`src/rtl/flags_ctrl.sv`:
```
// flags_ctrl: NZCV register, lane-1 forwarding and in-flight setter scoreboard for the dual-issue pipe.
// Optional FLAGS_BYPASS_EN lets a reader issue in the same cycle its last producer resolves.
module flags_ctrl #(
  parameter int         CNT_W       = 3,
  parameter logic [3:0] FLAGS_RESET = 4'b0000
) (
  input  logic       i_CLK,
  input  logic       i_RESET,
  input  logic [1:0] i_FlagIssueD,
  input  logic       i_FlagReadD,
  input  logic       i_FlushE,
  input  logic       i_FlagWriteE0,
  input  logic       i_FlagWriteE1,
  input  logic       i_CondExE0,
  input  logic       i_CondExE1,
  input  logic [3:0] i_ALUFlags0,
  input  logic [3:0] i_ALUFlags1,
  output logic [3:0] o_FlagsE0,
  output logic [3:0] o_FlagsE1,
  output logic       o_FlagStallD,
  output logic       o_FlagFullD,
  output logic       o_FlagErr
);
  localparam logic signed [CNT_W+1:0] MAXC    = (CNT_W+2)'((1 << CNT_W) - 1);
  localparam logic        [CNT_W-1:0] FULL_TH = CNT_W'((1 << CNT_W) - 2);
  logic                    we0, we1, under, over;
  logic [1:0]              ret;
  logic signed [CNT_W+1:0] rem, sum;
  logic [3:0]              flags_q, flags_d;
  logic [CNT_W-1:0]        count_q, count_d;
  logic                    err_q, err_d;
  always_comb begin
    we0     = i_FlagWriteE0 & i_CondExE0 & ~i_FlushE;
    we1     = i_FlagWriteE1 & i_CondExE1 & ~i_FlushE;
    ret     = {1'b0, i_FlagWriteE0} + {1'b0, i_FlagWriteE1};
    rem     = $signed({2'b00, count_q}) - $signed({{CNT_W{1'b0}}, ret});
    sum     = rem + $signed({{CNT_W{1'b0}}, i_FlagIssueD});
    under   = sum[CNT_W+1];
    over    = ~sum[CNT_W+1] & (sum > MAXC);
    flags_d = we1 ? i_ALUFlags1 : we0 ? i_ALUFlags0 : flags_q;
    count_d = i_FlushE ? '0 : under ? '0 : over ? '1 : sum[CNT_W-1:0];
    err_d   = err_q | (~i_FlushE & (under | over));
  end
  always_ff @(posedge i_CLK) begin
    if (i_RESET) begin
      flags_q <= FLAGS_RESET;
      count_q <= '0;
      err_q   <= 1'b0;
    end else begin
      flags_q <= flags_d;
      count_q <= count_d;
      err_q   <= err_d;
    end
  end
  assign o_FlagsE0   = flags_q;
  assign o_FlagsE1   = we0 ? i_ALUFlags0 : flags_q;
  assign o_FlagFullD = count_q >= FULL_TH;
  assign o_FlagErr   = err_q;
`ifdef FLAGS_BYPASS_EN
  assign o_FlagStallD = i_FlagReadD & (rem != '0);
`else
  assign o_FlagStallD = i_FlagReadD & (count_q != '0);
`endif
endmodule
```
`config.mk`:
```
export PLATFORM = sky130hd
export DESIGN_NAME = flags_ctrl
export DESIGN_NICKNAME = d
export VERILOG_FILES = /design/src/rtl/flags_ctrl.sv
export SDC_FILE = /design/constraint.sdc
export NUM_CORES = 1
export LEC_CHECK = 0
export CORE_MARGIN = 3
export CORE_UTILIZATION = 38
export CTS_CLUSTER_DIAMETER = 60
export DETAILED_ROUTE_END_ITERATION = 10
export PLACE_DENSITY = 0.76
export SLEW_MARGIN = 10
export SYNTH_ARGS = -nofsm -noshare
export SYNTH_HDL_FRONTEND = slang
export SYNTH_SLANG_ARGS = --single-unit
```
`constraint.sdc`:
```
create_clock -name i_CLK -period 3.9 [get_ports i_CLK]
set_clock_uncertainty 0.15 [all_clocks]
set_input_delay 0.975 -clock i_CLK [delete_from_list [all_inputs] [get_ports i_CLK]]
set_output_delay 0.975 -clock i_CLK [all_outputs]
set_load 0.03 [all_outputs]
```
* Word level (Yosys, flattened, before mapping)
Index checks and enable logic that the tools add are counted.
** Word-level totals
- Bits in registers :: 8
- Input bits :: 18
- Output and inout port bits :: 11
** Cells by class
- $add $sub $neg :: 3
- Order comparisons :: 2
- Muxes and demuxes :: 3
- Bitwise operators :: 11
- Reduce and logical (&&, ||, !) cells :: 2
** Operators by type and width (number)
- 4-bit two-way mux :: 2
- 1-bit AND :: 7
- 4-bit by 3-bit adder with 5-bit output :: 1
- 5-bit by 4-bit greater-than comparator with 1-bit output, second input constant :: 1
- 3-bit by 2-bit subtractor with 4-bit output :: 1
- 3-bit greater-or-equal comparator, second input constant :: 1
- 3-bit two-way mux :: 1
- 3-bit nonzero test :: 1
- 3-bit OR reduction :: 1
- 1-bit by 1-bit adder with 2-bit output :: 1
- 1-bit inverter :: 2
- 1-bit OR :: 2

* Longest topological paths before layout
- Word-level depth :: 8
- Mapped depth :: 11
- Mapped depth without buffers :: 11

* Worst setup path before layout
Ideal clock, no wire load.
- Kind :: input port to flip-flop
- From :: input port i_FlagWriteE0
- To :: register err_q, in the netlist o_FlagErr
- Arrival time :: 3.300 ns
- Required time :: 3.620 ns
- Path slack :: 0.320 ns
- Stages on the path :: 10
- Path buffers :: 0
- Cells stage by stage :: fa_1 > inv_1 > ha_1 > xor2_1 > ha_1 > inv_1 > fa_1 > or3b_2 > nor4_1 > a2111oi_0
** On the way
- Word-level cells in the longest chain between the ends :: 8
- Elaborated cells on any way between the ends :: 9
** RTL lines
- start: declaration :: line 12 : input logic i_FlagWriteE0,
- 1-bit by 1-bit adder with 2-bit output (*) :: line 35 : ret = {1'b0, i_FlagWriteE0} + {1'b0, i_FlagWriteE1};
- 3-bit by 2-bit subtractor with 4-bit output (*) :: line 36 : rem = $signed({2'b00, count_q}) - $signed({{CNT_W{1'b0}}, ret});
- 4-bit by 3-bit adder with 5-bit output (*) :: line 37 : sum = rem + $signed({{CNT_W{1'b0}}, i_FlagIssueD});
- 5-bit by 4-bit greater-than comparator with 1-bit output / 1-bit inverter (equally long branches) :: line 39 : over = ~sum[CNT_W+1] & (sum > MAXC);
- 1-bit AND :: line 39
- 1-bit OR (*) :: line 42 : err_d = err_q | (~i_FlushE & (under | over));
- 1-bit AND (*) :: line 42
- 1-bit OR (*) :: line 42
- end signal: assignment :: line 52 : err_q <= err_d;
- end: declaration :: line 31 : logic err_q, err_d;
Mark *: on every way between the ends. The rest lies on a longest branch, timed or not.
A chain may end at the register's enable or synchronous reset.

* Final worst setup path
- From :: input port i_FlushE
- To :: output port o_FlagsE1[3]
** On the way
- Word-level cells in the longest chain between the ends :: 3
** RTL lines
- start: declaration :: line 11 : input logic i_FlushE,
- 1-bit inverter :: line 33 : we0 = i_FlagWriteE0 & i_CondExE0 & ~i_FlushE;
- 1-bit AND :: line 33
- 4-bit two-way mux :: line 56 : assign o_FlagsE1 = we0 ? i_ALUFlags0 : flags_q;
- end: declaration :: line 19 : output logic [3:0] o_FlagsE1,
No other way between the ends.

==> impl_summary.md <==
Final layout
In the final layout, the multi-input gates occupy between 300 and 400 sq um. The sequential cell area is 160 sq um. After filler insertion, the fill cell instance count of the layout stands at 124.

The antenna diode count is 0. The fraction of final layout cells sized beyond drive strength 1 is 15.5%. The final core utilization is 70.5%. The finished cells cover 963 sq um. The layout-stage area growth over the synthesis result is 64.5%. The final net count is 130.

Detailed routing
The initial detailed-routing violation count is 13. The highest routing layer actually used is met4. After detailed routing, the number of remaining DRC violations is 0. The routed wire length per instance is 13.5 microns. The first-pass iteration count of the detailed router is 4. The detailed-route via count is between 600 and 700. In the final routing, the length of wire on met1 measures 680 microns. In this run the remaining antenna-violating nets after routing total 0. The met2 routed wirelength is 783 microns. Wires add up to between 1500 and 2000 microns. The number of vias per cell after detailed routing is 5.24.

After detailed routing, the met3 layer carries approximately 100 microns of wire.

Place
After detailed placement, the total cell area comes to just over 900 sq um. Prior to clock tree synthesis, the placed netlist has a worst setup slack of -0.234 ns. During placement, the flow inserted port buffers numbering 28. The congestion estimate from routability-driven global placement came to 0.891.

The estimated wirelength of the detail-placed design is 1230 microns.

Floorplanning
The die extent in x is between 40 and 50 microns. The full die area is a little over 2000 sq um. The top-level port count is 29.

The initial utilization of the core area, before any placement, comes to 42.9%. The floorplan step set the die height to 45.3 microns. After floorplanning, the core was sized to cover 1370 sq um. The cell row count is 13.

STA
The max-slew violation total from the final report was 0. The part of the cycle the worst path needs is 97.8%. The total setup violations reported at the end of the flow is 0. After layout, the worst setup slack is 0.0857 ns. The worst pin sits at a relative slew slack of approximately three fifths. At the pin with the least slew margin, the transition time is 0.572 ns. Based on the critical path, the design can be clocked at up to 262 MHz. The total count of hold-check failures in the final report came to 0.

The routed design could run at a clock period as short as around 3.8 ns.

Synth
By count the netlist is led by 12 x inv_1, 8 x dfxtp_1, 5 x a211oi_1, 5 x ha_1, 5 x nor2_1. Of all flip-flops after synthesis, the portion carrying an async set or reset was 0%. The post-synthesis instance total is 66. Of the synthesized area, sequential elements account for roughly 27%. The combined area of all synthesized cells is roughly 600 sq um. The number of nets produced by synthesis is 91.

Counting flops with a built-in enable in the synthesized netlist gives 0. Counting distinct cell types in the post-synthesis netlist gives 26. The count of state elements after synthesis is 8.

The most used flip-flop cell after synthesis is dfxtp_1. The count of synthesis-stage warnings from yosys is 0. By instance count, the leading cell after synthesis is inv_1.

The proportion of netlist area held by the largest area contributor is 27.4%. In the post-synthesis netlist, the biggest area contributors are dfxtp_1 27%, ha_1 11%, inv_1 7.7%, fa_1 6.8%, mux2i_1 6.8%. Of all cell types, the one taking the most synthesized area is dfxtp_1. The post-synthesis average cell area is 8.87 sq um.

Global routing
The residual overflow from global routing is 0. The global router's overall resource usage is 17.2%. The first global-routing pass estimated 2470 microns of wire. The largest net degree at the start of global routing is 9. The number of global-route vias before repair is 566.

The initial antenna violation count is 0.

Clocking
The clock latency reported for the late side of the worst-skew pair is between 0.2 and 0.3 ns. The number of buffers created by CTS is 3. CTS saw 8 sinks. The count of hold buffers inserted by post-cts repair is 0. In this run the clock root is driven by a clkbuf_4.

The clock-pin transition on the worst setup and hold timing paths is 0.05 ns. The clock tree buffer depth is 2. TritonCTS built the clock tree. CTS built an H-tree with a depth of 1.

Power
The switching share of power is 44.3%. In this run the power density over the cells is 538 nW/um^2. For this design the static power due to leakage is between 0.0004 and 0.0005 uW. Total power for the finished layout comes to 518 uW. Per report_power, the clock group accounts for 12.6% of the total. The share of power burned in registers is a little under a quarter.

The switching power of the nets is 229 uW. The worst-case vdd ir drop is approximately 0.47 mV. The combinational fraction of design power is 64.2%.

Cell internal power was estimated by the tool at about 290 uW.

Setup path
The element type at the critical path end is a primary output. The highest net fanout along the worst path is 5. By startpoint and endpoint, the worst setup path is classified as in -> out.

STA puts the critical path data arrival time at 2.69 ns. The data required time of the worst path is roughly 2.8 ns. STA classifies the critical path startpoint as a primary input.

Hold path
The path class of the lowest-slack min-delay path is reg -> reg.

Job
Across the run, the number of max-cap violations was 0.

Run status
The flow ran to the end, and the final reports show no timing, DRC or antenna violations.
-- stage by stage --
step | hold slack [ns] | setup TNS [ns] | std cells
2_1_floorplan | 0.458 | 0 | 66
3_3_place_gp | 0.350 | -0.240 | 112
3_5_place_dp | 0.347 | -0.310 | 112
4_1_cts | 0.360 | 0 | 115
5_1_grt | 0.396 | -0.0122 | 118
6_report | 0.357 | 0 | 118
-- cell type report --
class | count | share of cell area, %
timing repair buffer | 34 | 34.0
sequential | 8 | 16.6
clock buffer | 3 | 2.34
inverter | 12 | 4.68
multi-input combinational | 46 | 40.4
tap | 15 | 1.95
-- routing by layer --
layer	GRT usage, %	up-vias
li1	-	311
met1	22.4	283
met2	24.6	20
met3	7.57	4
met4	7.02	0
met5	0	-
-- final timing paths --
kind	slack, ns	from	depth (start not counted)	endpoint
setup reg to reg	0.86	count_q[0]	11	o_FlagErr
setup / recovery	0.09	i_FlushE	5	o_FlagsE1[3]
hold reg to reg	0.36	o_FlagErr	2	o_FlagErr
hold / removal	0.36	o_FlagErr	2	o_FlagErr
-- repair_timing --
item | in CTS | in global routing
gates resized for setup | 0 | 4
buffers inserted | 0 | 3
endpoints found under the setup margin | 0 | 4
hold endpoints to repair | 0 | 0
-- worst max-delay path, stage by stage --
cell             delay (ns)
clkdlybuf4s50_1        0.48
nand3b_1               0.32
mux2i_1                0.19
inv_1                  0.07
clkdlybuf4s50_1        0.66
-- cell families after synthesis --
family,share of synthesized area [%]
buf+inv,7.69
flops,27.3
xor+xnor,4.49
simple gates,19.0
compound gates,17.1
fa+ha+maj,17.5
mux,6.84
-- state kept, by name, indices dropped and copies added (netlist names) --
signal and count:
o_FlagsE0 4, o_FlagErr 1, count_q 3
-- cells in the final DEF, fill, tap and decap left out, types with 2 or more instances in the layout --
master / Yosys / layout
a31oi_1: 2 / 2
buf_4: 0 / 7
inv_1: 12 / 12
clkdlybuf4s50_1: 0 / 25
clkbuf_4: 0 / 3
nor2_1: 5 / 5
a211oi_1: 5 / 5
nand3b_1: 2 / 2
dfxtp_1: 8 / 8
mux2i_1: 4 / 4
o21ai_0: 2 / 2
dlymetal6s2s_1: 0 / 2
ha_1: 5 / 4
fa_1: 2 / 2
xor2_1: 2 / 2
nand3_1: 3 / 3
-- power groups by stage --
stage          combinational [uW]  clock, uW  sequential (uW)
5_1_grt                       367       74.0              123
6_report                      333       65.3              120
3_3_place_gp                  304          0              122
2_1_floorplan                 200          0              131
4_1_cts                       314       66.3              120
3_5_place_dp                  313          0              122
(Power assumes the default switching activity.)
